File: config.mk
export PLATFORM = sky130hd
export DESIGN_NAME = gpu_op_queue
export DESIGN_NICKNAME = d
export VERILOG_FILES = /design/src/rtl/gpu_op_queue.sv
export SDC_FILE = /design/constraint.sdc
export NUM_CORES = 1
export LEC_CHECK = 0
export ABC_AREA = 1
export BUFFER_PORTS_ARGS = -buffer_cell sky130_fd_sc_hd__clkbuf_2
export CORE_MARGIN = 1.5
export CORE_UTILIZATION = 61
export CTS_BUF_LIST = sky130_fd_sc_hd__clkbuf_4 sky130_fd_sc_hd__clkbuf_8 sky130_fd_sc_hd__clkbuf_16
export DETAILED_ROUTE_END_ITERATION = 8
export PLACE_DENSITY = 0.75
export SLEW_MARGIN = 0
export SYNTH_ARGS = -nofsm -noshare
export SYNTH_HDL_FRONTEND = slang
export SYNTH_SLANG_ARGS = --single-unit
File: constraint.sdc
create_clock -name clk -period 4.3 [get_ports clk]
set_input_delay 0.215 -clock clk [delete_from_list [all_inputs] [get_ports clk]]
set_output_delay 0.215 -clock clk [all_outputs]
set_load 0.02 [all_outputs]
File: src/rtl/gpu_op_queue.sv
// rtl/gpu_op_queue.sv - draw-op command FIFO that issues one op at a time to the gpu rasteriser
module gpu_op_queue #(
    parameter int DEPTH = 16,
    parameter int OP_W  = 60
) (
    input  logic            clk,
    input  logic            rst,
    input  logic            ce,
    input  logic [OP_W-1:0] in_op,
    input  logic            in_valid,
    output logic            in_ready,
    output logic [OP_W-1:0] gpu_op,
    output logic            gpu_op_valid,
    input  logic            gpu_op_done,
    input  logic            flush,
    output logic            busy,
    output logic [15:0]     ops_retired,
    output logic            err
);

    localparam int AW = $clog2(DEPTH);

    typedef enum logic [1:0] {
        IDLE,
        START,
        BUSY
    } state_t;

    logic [OP_W-1:0] mem [DEPTH];
    logic [AW-1:0]   rd_ptr;
    logic [AW-1:0]   wr_ptr;
    logic [AW:0]     count;
    state_t          state;
    logic            flush_pend;

    logic full;
    logic empty;
    logic push;
    logic retire;
    logic discard;

    assign full     = (count == (AW+1)'(DEPTH));
    assign empty    = (count == '0);
    assign in_ready = !full && !flush_pend;
    assign push     = ce && in_valid && in_ready;
    assign retire   = ce && (state == BUSY) && gpu_op_done;
    // Idle flush drops everything now; an in-flight flush waits for the draw to retire.
    assign discard  = ce && (((state == IDLE) && flush) ||
                             (retire && (flush_pend || flush)));

    assign gpu_op = mem[rd_ptr];
    assign busy   = !empty || (state != IDLE);

    // Op storage; the head slot is never written while it is queued.
    always_ff @(posedge clk) begin
        if (push) begin
            mem[wr_ptr] <= in_op;
        end
    end

    // Pointer and occupancy bookkeeping; a discard also swallows a same-cycle push.
    always_ff @(posedge clk or posedge rst) begin
        if (rst) begin
            rd_ptr <= '0;
            wr_ptr <= '0;
            count  <= '0;
        end else begin
            if (push) begin
                wr_ptr <= wr_ptr + 1'b1;
            end
            if (discard) begin
                rd_ptr <= push ? (wr_ptr + 1'b1) : wr_ptr;
                count  <= '0;
            end else begin
                if (retire) begin
                    rd_ptr <= rd_ptr + 1'b1;
                end
                case ({push, retire})
                    2'b10:   count <= count + 1'b1;
                    2'b01:   count <= count - 1'b1;
                    default: count <= count;
                endcase
            end
        end
    end

    // Issue FSM: one-cycle start pulse, wait for completion, retire, then one idle cycle.
    always_ff @(posedge clk or posedge rst) begin
        if (rst) begin
            state        <= IDLE;
            gpu_op_valid <= 1'b0;
            flush_pend   <= 1'b0;
            ops_retired  <= '0;
            err          <= 1'b0;
        end else if (ce) begin
            case (state)
                IDLE: begin
                    if (gpu_op_done) begin
                        err <= 1'b1;
                    end
                    if (!flush && !empty && !flush_pend) begin
                        gpu_op_valid <= 1'b1;
                        state        <= START;
                    end
                end
                START: begin
                    gpu_op_valid <= 1'b0;
                    state        <= BUSY;
                    if (gpu_op_done) begin
                        err <= 1'b1;
                    end
                    if (flush) begin
                        flush_pend <= 1'b1;
                    end
                end
                BUSY: begin
                    if (gpu_op_done) begin
                        ops_retired <= ops_retired + 1'b1;
                        flush_pend  <= 1'b0;
                        state       <= IDLE;
                    end else if (flush) begin
                        flush_pend <= 1'b1;
                    end
                end
                default: begin
                    gpu_op_valid <= 1'b0;
                    state        <= IDLE;
                end
            endcase
        end
    end

endmodule

==> impl_results.md <==
- Status: completed
- Met2 usage: 50.1%
- Post-Synthesis Cells: 2836
- VDD IR max: 0.000510 V
- Number of CTS-inserted buffers: 95
- Setup crit start kind: flip-flop
- Clock slew at reported path FFs: 0.06 ns
- Die area: 65000 sq um
- Synth warnings: 0
- Clock sinks: 994
- Mean area per synthesized cell: 13.7 sq um
- Worst setup margin: 0.325 ns
- Sw frac: 36.7%
- H-tree depth: 3
- Final Max Tran Viols: 0
- Relative slew slack: 11.4%
- Die W: 255 microns
- Design Area, Final: 44400 sq um
- Total Power: 0.0298 W
- GRT overflow: 0
- Area delta synth->final: 14.6%
- Dominant register cell in the synthesized netlist: edfxtp_1
- Post-DRT Antenna Nets: 0
- Post-DP Area: 40500 sq um
- Die H: 255 microns
- Worst Path Arrival: 3.76 ns
- Core Region: 63000 sq um
- Register area share after synthesis: 76.6%
- Power share of the clock group: 29.0%
- Int Power: 0.0188 W
- Netlist cell types: 40
- Max-cap violation count: 0
- Post-synth EDFFs: 960
- Mapped Area: 38700 sq um
- Commonest non-fill, non-tap cells in the layout: 960 x edfxtp_1, 455 x nand2_1, 292 x o21ai_0
- GRT Util Overall: 30.6%
- DP HPWL: 47600 microns
- RSZ-0062 raised after global routing: no
- Setup TNS: 0 ns
- Hold_buf cts: 63
- Vias: 25300
- Initial DRC Count: 3344
- Most common cell after layout, fill and taps aside: edfxtp_1
- Largest net degree at the start of global routing: 208
- Layout cells sized above 1: 13.0%
- Top Usage Layer GRT: met2
- Final #Nets: 3090
- Worst Hold Class: in -> reg
- CP endpoint kind: output port
- Share of power burned in registers: 38.7%
- Vias in the first global route: 24900
- Dpl ws: 1.19 ns
- Clock latency on the worst-skew pair: 0.67 ns
- Tmin final: 3.97 ns
- First drt pass iteration count: 6
- # DRC: 0
- Clock skew: 0.0346 ns
- Worst Tran Pin Value: 1.33 ns
- PortBufs: 145
- Hold Fails Final Rpt: 0
- Final setup viols: 0
- Worst path required time: 4.09 ns
- Setup bufs post-CTS: 0
- Gp weighted congestion: 0.815
- Ports: 146
- Logic pwr share: 32.3%
- PostCTS Resize Cnt: 0
- #FFs+latches synth: 994
- Post-Synthesis Net Count: 2914
- Asr flop ratio synth: 3.42%
- Max Fclk: 0.252 GHz
- Final WL: 99400 microns
- Row count: 92
- DR vias/cell: 6.44
- Met3 GRT Util: 5.05%
- Leakage: 15.2 nW
- CTS root buf: clkbuf_16
- Initial antenna violation count: 2
- Max Fanout on Critical Path: 207
- M1 GR Usage: 41.4%
- Net Sw Power: 0.0109 W
- Global-route wire length before repair: 147000 microns
- Setup Crit Path Kind: reg -> out
- Power per cell area: 670 nW/um^2
- Initial core utilization: 61.5%
- TritonCTS clock tree: built
- Ratio of final minimum period to clock period: 92.4%
- Routed wire length per instance: 25.2 microns
- Worst hold margin: 0.0231 ns
- Clock buffer depth: 3
## per-layer routing
| layer | vias up | share of wire (%) |
|---|---|---|
| met3 | 237 | 10 |
| met1 | 12500 | 38 |
| li1 | 11000 | - |
| met2 | 1600 | 49 |
| met5 | - | 0.013 |
| met4 | 2 | 3.0 |
## final cells by class
| class | instances | area [sq um] |
|---|---|---|
| clock inverters | 47 | 578 |
| repair buffers | 262 | 2000 |
| flip-flops and latches | 994 | 29700 |
| inverters | 46 | 188 |
| clock buffers | 126 | 2680 |
| multi-input cells | 1613 | 8180 |
| fillers | 3983 | 18600 |
| diodes | 3 | 7.51 |
| well taps | 846 | 1060 |
## final timing paths
path                                 startpoint               to  slack (ns)  depth (start not counted)
worst max-delay path                  rd_ptr[0]       gpu_op[12]        0.33                          6
worst min-delay path                  in_op[48]       mem[1][48]        0.02                          1
worst max register to register         count[0]       mem[11][5]        1.34                          7
worst min register to register  ops_retired[15]  ops_retired[15]        0.47                          1
max in group asynchronous                   rst        rd_ptr[0]        3.65                          4
min in group asynchronous                   rst   ops_retired[4]        0.25                          4
## critical path: stages (launching register included)
cell	delay, ns
dfrtp_4	1.03
buf_12	0.48
o21ai_0	0.28
o221ai_1	0.31
nand4_1	0.12
nand2_1	0.14
clkbuf_2	0.18
## kinds of logic (layout without fill, tap and decap cells)
group,count (synthesis),count (layout),synth area share (%)
flops,994,994,76.6
other cells,0,3,0
simple gates,908,908,9.74
fa+ha+maj,12,12,0.388
buf+inv,229,481,2.59
xor+xnor,19,19,0.430
mux,1,1,0.0258
compound gates,673,673,10.2
## sequential cells by signal (all words and copies together), names as in the netlist
register,cells
mem,960
ops_retired,16
count,5
rd_ptr,4
wr_ptr,4
state,2
err,1
flush_pend,1
gpu_op_valid,1
## cells in the mapped netlist (all sizes together), types with 12 or more instances
library cell | count | area [sq um]
dfrtp | 34 | 851
nand3 | 111 | 566
clkbuf | 96 | 360
nor2 | 281 | 1110
a21oi | 147 | 736
o22ai | 76 | 495
nand4 | 53 | 347
o221ai | 48 | 420
inv | 46 | 178
buf | 87 | 464
o21ai | 326 | 1640
xor2 | 13 | 114
nand2 | 458 | 1720
a221oi | 72 | 631
ha | 12 | 150
edfxtp | 960 | 28800
## metrics by stage
stage / utilization, % / cells
4_1_cts: 70.5 / 3934
6_report: 70.5 / 3937
5_1_grt: 70.5 / 3935
2_1_floorplan: - / 2836
3_3_place_gp: 64.3 / 3698
3_5_place_dp: 64.3 / 3698
## power groups by stage
stage	sequential (W)	combinational, W	clock (W)
2_1_floorplan	0.0115	0.00618	0
3_3_place_gp	0.0117	0.00909	0
3_5_place_dp	0.0117	0.00934	0
4_1_cts	0.0115	0.00947	0.00867
5_1_grt	0.0115	0.0103	0.00902
6_report	0.0115	0.00961	0.00863
Note: power is estimated with default switching activity, not from simulation.
